[src/rtl/img_rom_arbiter.sv]
// Shares one single-port image ROM among NREQ pixel fetchers. Requester 0 has
// fixed priority, capped by a starvation counter; the rest are served round-robin.
module img_rom_arbiter #(
  parameter int NREQ       = 4,
  parameter int AW         = 17,
  parameter int DW         = 12,
  parameter int RD_LAT     = 1,
  parameter int STARVE_MAX = 8
) (
  input  logic              clk,
  input  logic              rst_n,
  input  logic [NREQ-1:0]   req,
  input  logic [NREQ*AW-1:0] addr_in,
  output logic [NREQ-1:0]   gnt,
  output logic [NREQ-1:0]   rvalid,
  output logic [DW-1:0]     rdata,
  output logic [AW-1:0]     rom_addr,
  output logic              rom_en,
  input  logic [DW-1:0]     rom_dout
);

  localparam int PW = (NREQ > 1) ? $clog2(NREQ) : 1;
  localparam int CW = (STARVE_MAX > 0) ? $clog2(STARVE_MAX + 1) : 1;

  logic [PW-1:0]   rr_ptr_q, rr_ptr_d;
  logic [CW-1:0]   starve_q, starve_d;
  logic [AW-1:0]   rom_addr_q, rom_addr_d;
  logic            rom_en_q;
  logic [NREQ-1:0] rvalid_q, rvalid_d;
  logic [DW-1:0]   rdata_q;

  logic [AW-1:0]   addr_arr [NREQ];
  logic [PW-1:0]   rr_win;
  logic            rr_found;
  logic            others;
  logic            override;
  logic [NREQ-1:0] gnt_raw;
  logic [PW-1:0]   win_idx;
  logic            accept;

  // Tag pipeline: stage 0 is loaded at the accept edge, stage RD_LAT lines up
  // with rom_dout being valid for that accept.
  logic            tag_vld_q [RD_LAT+1];
  logic [PW-1:0]   tag_id_q  [RD_LAT+1];

  genvar gi;
  generate
    for (gi = 0; gi < NREQ; gi++) begin : g_addr
      assign addr_arr[gi] = addr_in[gi*AW +: AW];
    end
  endgenerate

  // Round-robin search over 1..NREQ-1 starting at rr_ptr, wrapping once.
  always_comb begin
    rr_found = 1'b0;
    rr_win   = '0;
    for (int i = 1; i < NREQ; i++) begin
      if (!rr_found && req[i] && (PW'(i) >= rr_ptr_q)) begin
        rr_found = 1'b1;
        rr_win   = PW'(i);
      end
    end
    for (int i = 1; i < NREQ; i++) begin
      if (!rr_found && req[i] && (PW'(i) < rr_ptr_q)) begin
        rr_found = 1'b1;
        rr_win   = PW'(i);
      end
    end
  end

  assign others   = |req[NREQ-1:1];
  assign override = (STARVE_MAX != 0) && (starve_q == CW'(STARVE_MAX)) && others;

  always_comb begin
    gnt_raw = '0;
    win_idx = '0;
    if (req[0] && !override) begin
      gnt_raw[0] = 1'b1;
    end else if (rr_found) begin
      gnt_raw[rr_win] = 1'b1;
      win_idx         = rr_win;
    end
  end

  assign gnt    = rst_n ? gnt_raw : '0;
  assign accept = |gnt;

  always_comb begin
    rr_ptr_d = rr_ptr_q;
    if (accept && !gnt[0]) begin
      rr_ptr_d = (win_idx == PW'(NREQ - 1)) ? PW'(1) : win_idx + PW'(1);
    end
  end

  // Counts req0 wins that happened while someone else was waiting.
  always_comb begin
    starve_d = starve_q;
    if (!others || (accept && !gnt[0])) begin
      starve_d = '0;
    end else if (gnt[0] && (starve_q != CW'(STARVE_MAX))) begin
      starve_d = starve_q + CW'(1);
    end
  end

  assign rom_addr_d = accept ? addr_arr[win_idx] : rom_addr_q;

  always_ff @(posedge clk or negedge rst_n) begin
    if (!rst_n) begin
      rr_ptr_q   <= PW'(1);
      starve_q   <= '0;
      rom_addr_q <= '0;
      rom_en_q   <= 1'b0;
    end else begin
      rr_ptr_q   <= rr_ptr_d;
      starve_q   <= starve_d;
      rom_addr_q <= rom_addr_d;
      rom_en_q   <= accept;
    end
  end

  generate
    for (gi = 0; gi <= RD_LAT; gi++) begin : g_tag
      if (gi == 0) begin : g_head
        always_ff @(posedge clk or negedge rst_n) begin
          if (!rst_n) begin
            tag_vld_q[0] <= 1'b0;
            tag_id_q[0]  <= '0;
          end else begin
            tag_vld_q[0] <= accept;
            tag_id_q[0]  <= win_idx;
          end
        end
      end else begin : g_stage
        always_ff @(posedge clk or negedge rst_n) begin
          if (!rst_n) begin
            tag_vld_q[gi] <= 1'b0;
            tag_id_q[gi]  <= '0;
          end else begin
            tag_vld_q[gi] <= tag_vld_q[gi-1];
            tag_id_q[gi]  <= tag_id_q[gi-1];
          end
        end
      end
    end
  endgenerate

  assign rvalid_d = tag_vld_q[RD_LAT] ? (NREQ'(1) << tag_id_q[RD_LAT]) : '0;

  always_ff @(posedge clk or negedge rst_n) begin
    if (!rst_n) begin
      rvalid_q <= '0;
      rdata_q  <= '0;
    end else begin
      rvalid_q <= rvalid_d;
      if (tag_vld_q[RD_LAT]) begin
        rdata_q <= rom_dout;
      end
    end
  end

  assign rom_addr = rom_addr_q;
  assign rom_en   = rom_en_q;
  assign rvalid   = rvalid_q;
  assign rdata    = rdata_q;

endmodule

[config.mk]
export PLATFORM = sky130hd
export DESIGN_NAME = img_rom_arbiter
export DESIGN_NICKNAME = d
export VERILOG_FILES = /design/src/rtl/img_rom_arbiter.sv
export SDC_FILE = /design/constraint.sdc
export NUM_CORES = 1
export LEC_CHECK = 0
export CORE_UTILIZATION = 44
export CTS_BUF_LIST = sky130_fd_sc_hd__clkbuf_2 sky130_fd_sc_hd__clkbuf_4 sky130_fd_sc_hd__clkbuf_8
export DETAILED_ROUTE_END_ITERATION = 12
export PLACE_DENSITY = 0.86
export SETUP_SLACK_MARGIN = 0.1
export SLEW_MARGIN = 25
export SYNTH_ARGS = -nofsm -noshare
export SYNTH_HDL_FRONTEND = slang
export SYNTH_SLANG_ARGS = --single-unit
[constraint.sdc]
create_clock -name clk -period 7.8 [get_ports clk]
set_input_delay 2.34 -clock clk [delete_from_list [all_inputs] [get_ports clk]]
set_output_delay 2.34 -clock clk [all_outputs]
set_load 0.01 [all_outputs]
==> results of run 1 <==
==> path summary, 6_finish.rpt <==
kind	start	endpoint	slack, ns	cells past startpoint
worst max-delay path	req[2]	gnt[2]	1.13	6
worst min-delay path	tag_id_q[2]$_DFF_PN0_	tag_id_q[0]$_DFF_PN0_	0.35	0
worst max register to register	starve_q[0]$_DFFE_PN0P_	rom_addr[8]$_DFFE_PN0P_	5.45	8
worst min register to register	tag_id_q[2]$_DFF_PN0_	tag_id_q[0]$_DFF_PN0_	0.35	0
max in group asynchronous	rst_n	rr_ptr_q[0]$_DFFE_PN1P_	5.10	2
min in group asynchronous	rst_n	rom_addr[13]$_DFFE_PN0P_	1.93	1
==> routing by layer <==
metal  up-vias  routed length, microns  GRT usage [%]
li1        946                       -              -
met3         8                     520           5.95
met2        90                    2760           35.6
met5         -                       0              0
met1       889                    2350           25.4
met4         0                      63           4.12
==> cell type report <==
cell class              count  area (sq um)
flip-flops and latches     45          1130
fillers                   342          1400
repair buffers            126          1250
inverters                   5          18.8
multi-input cells         131          1150
well taps                  70          87.6
clock inverters             3          65.1
clock buffers               5          68.8
==> kinds of logic (layout without fill, tap and decap cells) <==
family	count (synthesis)	after routing	synth area share [%]
adders and majority gates	3	3	1.57
DFF	45	45	47.3
muxes	45	45	19.5
AOI/OAI and AO/OA	28	28	14.5
xor gates and xnor gates	3	3	1.10
buffers and inverters	15	139	4.41
and+or+nand+nor	52	52	11.6
==> power by group through the flow <==
stage          logic, mW  registers (mW)  clock network, mW
3_5_place_dp       0.227           0.291                  0
3_3_place_gp       0.222           0.290                  0
6_report           0.225           0.287              0.203
4_1_cts            0.228           0.287              0.207
2_1_floorplan     0.0990           0.300                  0
5_1_grt            0.243           0.291              0.217
==> through the flow <==
stage	std cells	worst slack [ns]	total power [mW]	cell area (sq um)
after floorplan	191	2.03	0.399	2380
after global placement	377	1.17	0.512	3630
after detailed placement	377	1.12	0.518	3630
after CTS	385	1.12	0.722	3770
after global routing	385	1.01	0.751	3770
final	385	1.13	0.715	3770
==> synthesized netlist by cell type (2+ instances only) <==
library cell,number,area share [%]
sky130_fd_sc_hd__dfrtp_1,44,46
sky130_fd_sc_hd__mux2i_1,33,14
sky130_fd_sc_hd__nor2_1,24,3.8
sky130_fd_sc_hd__a221oi_2,16,10
sky130_fd_sc_hd__mux2_2,12,5.7
sky130_fd_sc_hd__nand2_1,6,0.94
sky130_fd_sc_hd__inv_1,4,0.63
sky130_fd_sc_hd__nor3_1,4,0.84
sky130_fd_sc_hd__and3_1,3,0.79
sky130_fd_sc_hd__buf_6,3,1.4
sky130_fd_sc_hd__ha_1,3,1.6
sky130_fd_sc_hd__a21oi_1,2,0.42
sky130_fd_sc_hd__and2_1,2,0.52
sky130_fd_sc_hd__buf_2,2,0.42
sky130_fd_sc_hd__buf_4,2,0.63
sky130_fd_sc_hd__clkbuf_1,2,0.31
sky130_fd_sc_hd__nand2b_1,2,0.52
sky130_fd_sc_hd__nand3_1,2,0.42
sky130_fd_sc_hd__xnor2_1,2,0.73
==> placed cells by master (no fill, tap or decap), drive strengths merged, types with 2 or more instances in the layout <==
master / n
xnor2: 2
and2: 2
nor3b: 2
mux2: 12
dfrtp: 44
nor3: 5
nand2: 6
a221oi: 16
a21oi: 3
and3: 3
nand3: 2
nand2b: 2
clkdlybuf4s50: 122
nor2: 25
ha: 3
o21ai: 3
mux2i: 33
clkbuf: 5
inv: 5
bufinv: 2
buf: 4
==> flip-flops by register name, indices dropped and copies added (netlist names) <==
| signal | count |
|---|---|
| rvalid | 4 |
| rr_ptr_q | 2 |
| rdata | 12 |
| starve_q | 4 |
| tag_vld_q | 2 |
| rom_addr | 17 |
| tag_id_q | 4 |
==> worst max-delay path: cells and delay by family <==
kind | cells | cell delay [ns]
buf+inv | 2 | 1.09
compound gates | 2 | 0.50
simple gates | 2 | 0.40
==> tab_implementation.tex, run 1 <==
\begin{tabular}{lr}
\hline
Metric & Value \\
\hline
\multicolumn{2}{l}{\textbf{Global route}} \\
GRT Resource Usage Total & 20.5\% \\
Total global routing overflow & 0 \\
First-pass GRT wire length & 8680 microns \\
Number of global-route vias before repair & 1862 \\
Number of antenna violations at the first check in global routing & 0 \\
Pin count of the biggest net entering global routing & 37 \\
\multicolumn{2}{l}{\textbf{Power and ir drop}} \\
Internal cell power & 526 uW \\
Proportion of power drawn by the clock network & 28.4\% \\
Net switching share of the total power & 26.5\% \\
Cell leakage power & 1.60 nW \\
Sequential cell fraction of total power & 40.1\% \\
NetSw & 189 uW \\
Maximum ir drop on the vdd rail & 108 uV \\
Power per cell area & 190 nW/um\^{}2 \\
Relative contribution of combinational cells to total power & 31.5\% \\
\multicolumn{2}{l}{\textbf{Worst setup path}} \\
Slowest cell on the critical path & sky130\_fd\_sc\_hd\_\_clkdlybuf4s50\_1 \\
Setup crit end kind & primary output \\
Crit path cell chain & clkdlybuf4s50\_1 > a21boi\_1 > a2bb2oi\_2 > and3\_1 > nor2b\_1 > clkdlybuf4s50\_1 \\
Worst Setup Start Kind & primary input \\
Worst Path Required & 5.46 ns \\
Data arrival at the endpoint of the critical path & 4.33 ns \\
Max incr delay on CP & 0.55 ns \\
Worst-path maximum fanout & 5 \\
Classification of the worst setup path & primary input to primary output \\
CP dominant cell by count & sky130\_fd\_sc\_hd\_\_clkdlybuf4s50\_1 \\
\multicolumn{2}{l}{\textbf{Timing}} \\
Final slew viol count & 0 \\
Endpoints failing hold & 0 \\
Setup repair after global routing missed its margin & no \\
Worst slew pin tran & 0.795 ns \\
Setup tns final & 0 ns \\
Final period utilization & 85.5\% \\
Slew Limit Headroom & 47.0\% \\
Final Skew & 0.00648 ns \\
Setup violations, final & 0 \\
Maximum achievable frequency & 150 MHz \\
Worst hold slack across all endpoints & 0.347 ns \\
Clock period minus final worst setup slack & 6.67 ns \\
\multicolumn{2}{l}{\textbf{Synth}} \\
Yosys reg bits & 45 \\
Synthesized Nets & 280 \\
Number of instances in the synthesized netlist & 191 \\
Number of distinct library cells after synthesis & 42 \\
Seq/Total Area, Yosys & 47.3\% \\
Count of synthesis-stage warnings from yosys & 0 \\
EDFF count, synth & 0 \\
Post-synth top flop & sky130\_fd\_sc\_hd\_\_dfrtp\_1 \\
Synth Cell Area & 2380 sq um \\
Synth async-reset ratio & 100\% \\
Mean Syn Cell Area & 12.5 sq um \\
\multicolumn{2}{l}{\textbf{Clock tree}} \\
Num Clock Sinks & 45 \\
Clock latency at the later pin of the worst-skew pair & 0.29 ns \\
CTS HTree Levels & 2 \\
Post-CTS repair timing setup buffer count & 0 \\
Number of buffers inserted by hold repair at cts & 0 \\
Clock tree from TritonCTS & done \\
Post\_cts resized & 0 \\
TritonCTS Buffers & 5 \\
CTS Buffer Depth & 2 \\
Clock input transition at the sequential cells of the worst setup and hold paths & 0.08 ns \\
Clk root buf & sky130\_fd\_sc\_hd\_\_clkbuf\_8 \\
\multicolumn{2}{l}{\textbf{Detailed routing}} \\
Vias post-DR & 1933 \\
Detailed router's first-iteration violation count & 80 \\
Number of search-and-repair iterations in the first detailed-routing pass & 4 \\
Routed wire length & 5700 microns \\
Post-detailed-route wirelength per cell & 14.8 microns \\
Via count normalized by instance count & 5.02 \\
Number of design rule violations left after detail routing & 0 \\
Final ANT Viol Nets & 0 \\
\multicolumn{2}{l}{\textbf{Cells and area}} \\
Inserted Diodes & 0 \\
Area grow syn2layout & 58.0\% \\
Final-stage net count & 403 \\
Share of the core filled with cells in the final layout & 72.9\% \\
Layout cell share with drive strength beyond 1 & 15.6\% \\
\multicolumn{2}{l}{\textbf{Die}} \\
Top-level port count & 124 \\
Placeable core area & 5170 sq um \\
Initial core utilization & 46.1\% \\
Full die area & 5720 sq um \\
X dimension of the die & 75.6 microns \\
Num rows & 26 \\
Height of the chip & 75.6 microns \\
\multicolumn{2}{l}{\textbf{Placed design}} \\
Port-buffer cells & 123 \\
Final weighted congestion of routability-driven global placement & 0.804 \\
Half-perimeter wire length after detailed placement & 4430 microns \\
\multicolumn{2}{l}{\textbf{Run status}} \\
Result of the run & finished clean \\
\multicolumn{2}{l}{\textbf{Hold path}} \\
Type of the worst min-delay path & register to register \\
\multicolumn{2}{l}{\textbf{Flow run}} \\
Total of max-cap violations & 0 \\
\hline
\end{tabular}
Note: power is estimated with default switching activity, not from simulation.
==> inputs of run 2 (changes only) <==
CORE_UTILIZATION = 41   (was 44)
PLACE_DENSITY = 0.81   (was 0.86)
clock period = 6.2 ns   (was 7.8 ns; I/O delays follow)
==> run 2 against run 1 <==
Effect of this change:
- register-to-register slack worse by 1.7 ns
- first-iteration DRC count did not move
- hold slack better by 0.013 ns
- highest routed layer unchanged
- utilization decreased by 5.3 points
- routed wire length up 2.4%
- non-clock buffer count up 2
- global-route usage down 0.70 points
==> tab_implementation.tex, run 2 (synthesis results as in run 1) <==
\begin{tabular}{lr}
\hline
Metric & Value \\
\hline
\multicolumn{2}{l}{\textbf{Placed design}} \\
Placed Cells & 381 (was 377) \\
Area of placed instances & 3650 sq um (was 3630 sq um) \\
Final weighted congestion of routability-driven global placement & 0.815 (was 0.804) \\
Half-perimeter wire length after detailed placement & 4530 microns (was 4430 microns) \\
Port-buffer cells & 123 (unchanged) \\
\multicolumn{2}{l}{\textbf{Clock tree}} \\
Number of buffers inserted by hold repair at cts & 0 (unchanged) \\
Post\_cts resized & 0 (unchanged) \\
Clk root buf & sky130\_fd\_sc\_hd\_\_clkbuf\_8 (unchanged) \\
CTS HTree Levels & 2 (unchanged) \\
CTS Buffer Depth & 2 (unchanged) \\
Clock latency at the later pin of the worst-skew pair & 0.29 ns (about the same) \\
Post-CTS repair timing setup buffer count & 0 (unchanged) \\
TritonCTS Buffers & 5 (unchanged) \\
Clock tree from TritonCTS & done (unchanged) \\
Num Clock Sinks & 45 (unchanged) \\
Clock input transition at the sequential cells of the worst setup and hold paths & 0.08 ns (about the same) \\
\multicolumn{2}{l}{\textbf{Timing}} \\
Worst hold slack across all endpoints & 0.359 ns (was 0.347 ns) \\
Endpoints failing hold & 0 (unchanged) \\
Clock period minus final worst setup slack & 5.70 ns \\
Setup violations, final & 0 (unchanged) \\
Slew Limit Headroom & 47.1\% (was 47.0\%) \\
Final slew viol count & 0 (unchanged) \\
Maximum achievable frequency & 175 MHz \\
Final Skew & 0.00942 ns (was 0.00648 ns) \\
Setup tns final & 0 ns (unchanged) \\
Final period utilization & 91.9\% \\
Worst slew pin tran & 0.793 ns (was 0.795 ns) \\
Setup repair after global routing missed its margin & no (unchanged) \\
\multicolumn{2}{l}{\textbf{Global route}} \\
Number of global-route vias before repair & 1918 (was 1862) \\
GRT Resource Usage Total & 19.8\% (was 20.5\%) \\
Number of antenna violations at the first check in global routing & 0 (unchanged) \\
Pin count of the biggest net entering global routing & 29 (was 37) \\
Total global routing overflow & 0 (unchanged) \\
First-pass GRT wire length & 9300 microns (was 8680 microns) \\
\multicolumn{2}{l}{\textbf{Detailed routing}} \\
Post-detailed-route wirelength per cell & 15.0 microns (was 14.8 microns) \\
Routed wire length & 5830 microns (was 5700 microns) \\
Detailed router's first-iteration violation count & 80 (unchanged) \\
Final ANT Viol Nets & 0 (unchanged) \\
Number of search-and-repair iterations in the first detailed-routing pass & 4 (unchanged) \\
Vias post-DR & 1990 (was 1933) \\
Number of design rule violations left after detail routing & 0 (unchanged) \\
Via count normalized by instance count & 5.12 (was 5.02) \\
\multicolumn{2}{l}{\textbf{Cells and area}} \\
Post-Layout Inst Area & 3740 sq um (was 3770 sq um) \\
Fillcell total & 451 (was 342) \\
Area grow syn2layout & 56.9\% (was 58.0\%) \\
Final-stage net count & 405 (was 403) \\
Non-filler instance count after layout & 389 (was 385) \\
Flip-flop count of the largest register after layout & 17 (unchanged) \\
Most frequent standard cell in the layout excluding fill and tap cells & sky130\_fd\_sc\_hd\_\_clkdlybuf4s50\_1 (unchanged) \\
Commonest cells after routing, fill and taps aside & sky130\_fd\_sc\_hd\_\_clkdlybuf4s50\_1, sky130\_fd\_sc\_hd\_\_dfrtp\_1, sky130\_fd\_sc\_hd\_\_mux2i\_1 (unchanged) \\
Inserted Diodes & 0 (unchanged) \\
Layout cell share with drive strength beyond 1 & 16.1\% (was 15.6\%) \\
\multicolumn{2}{l}{\textbf{Worst setup path}} \\
Setup crit end kind & primary output (unchanged) \\
Worst path buffer plus inverter count & 2 (unchanged) \\
Slowest cell on the critical path & sky130\_fd\_sc\_hd\_\_clkdlybuf4s50\_1 (unchanged) \\
Worst Setup Start Kind & primary input (unchanged) \\
Timing startpoint of the critical path & req[1] (was req[2]) \\
Classification of the worst setup path & primary input to primary output (unchanged) \\
CP dominant cell by count & sky130\_fd\_sc\_hd\_\_clkdlybuf4s50\_1 (unchanged) \\
Worst Path Required & 4.34 ns (was 5.46 ns) \\
Worst-path maximum fanout & 6 (was 5) \\
Data arrival at the endpoint of the critical path & 3.84 ns (was 4.33 ns) \\
Family with the most delay on the worst path & buffers and inverters (unchanged) \\
Crit path cell chain & clkdlybuf4s50\_1 > nor3\_2 > o21ai\_2 > and3\_1 > and2\_1 > clkdlybuf4s50\_1 (was clkdlybuf4s50\_1 > a21boi\_1 > a2bb2oi\_2 > and3\_1 > nor2b\_1 > clkdlybuf4s50\_1) \\
Max incr delay on CP & 0.52 ns (was 0.55 ns) \\
R2r startpoint & starve\_q[0]\$\_DFFE\_PN0P\_ (unchanged) \\
\multicolumn{2}{l}{\textbf{Hold path}} \\
Launch instance of the worst min-delay path & tag\_id\_q[2]\$\_DFF\_PN0\_ (unchanged) \\
Type of the worst min-delay path & register to register (unchanged) \\
\multicolumn{2}{l}{\textbf{Run status}} \\
Result of the run & finished clean (unchanged) \\
\multicolumn{2}{l}{\textbf{Flow run}} \\
Total of max-cap violations & 0 (unchanged) \\
\multicolumn{2}{l}{\textbf{Die}} \\
Full die area & 6130 sq um (was 5720 sq um) \\
Top-level port count & 124 (unchanged) \\
Placeable core area & 5540 sq um (was 5170 sq um) \\
Initial core utilization & 43.0\% (was 46.1\%) \\
Num rows & 27 (was 26) \\
Height of the chip & 78.3 microns (was 75.6 microns) \\
X dimension of the die & 78.3 microns (was 75.6 microns) \\
\multicolumn{2}{l}{\textbf{Power and ir drop}} \\
Power per cell area & 221 nW/um\^{}2 (was 190 nW/um\^{}2) \\
Sequential cell fraction of total power & 43.8\% (was 40.1\%) \\
Maximum ir drop on the vdd rail & 108 uV (about the same) \\
Relative contribution of combinational cells to total power & 34.6\% (was 31.5\%) \\
Net switching share of the total power & 28.4\% (was 26.5\%) \\
Internal cell power & 590 uW (was 526 uW) \\
NetSw & 234 uW (was 189 uW) \\
Proportion of power drawn by the clock network & 21.6\% (was 28.4\%) \\
Cell leakage power & 1.59 nW (was 1.60 nW) \\
\hline
\end{tabular}
==> run 2: changes by cell type in the layout (fill, tap and decap cells not counted) <==
cell and change:
sky130_fd_sc_hd__clkbuf_4 +2, sky130_fd_sc_hd__bufinv_16 -2, sky130_fd_sc_hd__buf_4 +2
==> run 2: per-stage QoR <==
step                      utilization (%)  total power, mW  setup slack, ns
after floorplan                         -            0.501             1.39
after global placement               65.9            0.648            0.524
after detailed placement             65.9            0.655            0.493
after CTS                            67.5            0.837            0.492
after global routing                 67.5            0.870            0.364
final                                67.5            0.825            0.500
==> run 2: cell type report <==
type / instances / area, sq um / area share, %
flip-flops and latches: 45 / 1130 / 30.1
clock inverters: 1 / 5.00 / 0.134
repair buffers: 128 / 1260 / 33.8
inverters: 5 / 18.8 / 0.502
clock buffers: 7 / 83.8 / 2.24
multi-input cells: 131 / 1150 / 30.8
well taps: 72 / 90.1 / 2.41
==> run 2: path summary, 6_finish.rpt <==
check	endpoint	slack (ns)	cells after the start
max	gnt[3]	0.50	6
min	tag_id_q[0]$_DFF_PN0_	0.36	0
max reg2reg	rom_addr[7]$_DFFE_PN0P_	3.80	8
min reg2reg	tag_id_q[0]$_DFF_PN0_	0.36	0
max in group asynchronous	rr_ptr_q[0]$_DFFE_PN1P_	4.15	2
min in group asynchronous	rom_addr[13]$_DFFE_PN0P_	1.41	1
==> run 2: worst register-to-register path, delay by kind of cell, from the launching register on <==
family	cells	cell delay [ns]
simple gates	2	0.60
buf+inv	2	0.45
flops	1	0.40
mux	1	0.33
compound gates	2	0.33
fa+ha+maj	1	0.16
==> run 2: power by group through the flow <==
stage	combinational [mW]	sequential [mW]	clock, mW
6_report	0.286	0.361	0.178
5_1_grt	0.307	0.367	0.196
4_1_cts	0.290	0.361	0.186
3_5_place_dp	0.289	0.365	0
3_3_place_gp	0.283	0.365	0
2_1_floorplan	0.125	0.377	0
==> run 2: per-layer routing <==
metal / GRT usage (%) / part of all wire [%]
met4: 6.30 / 0.96
met3: 6.63 / 8.3
met5: 0 / 0
met1: 25.1 / 43
met2: 31.7 / 48
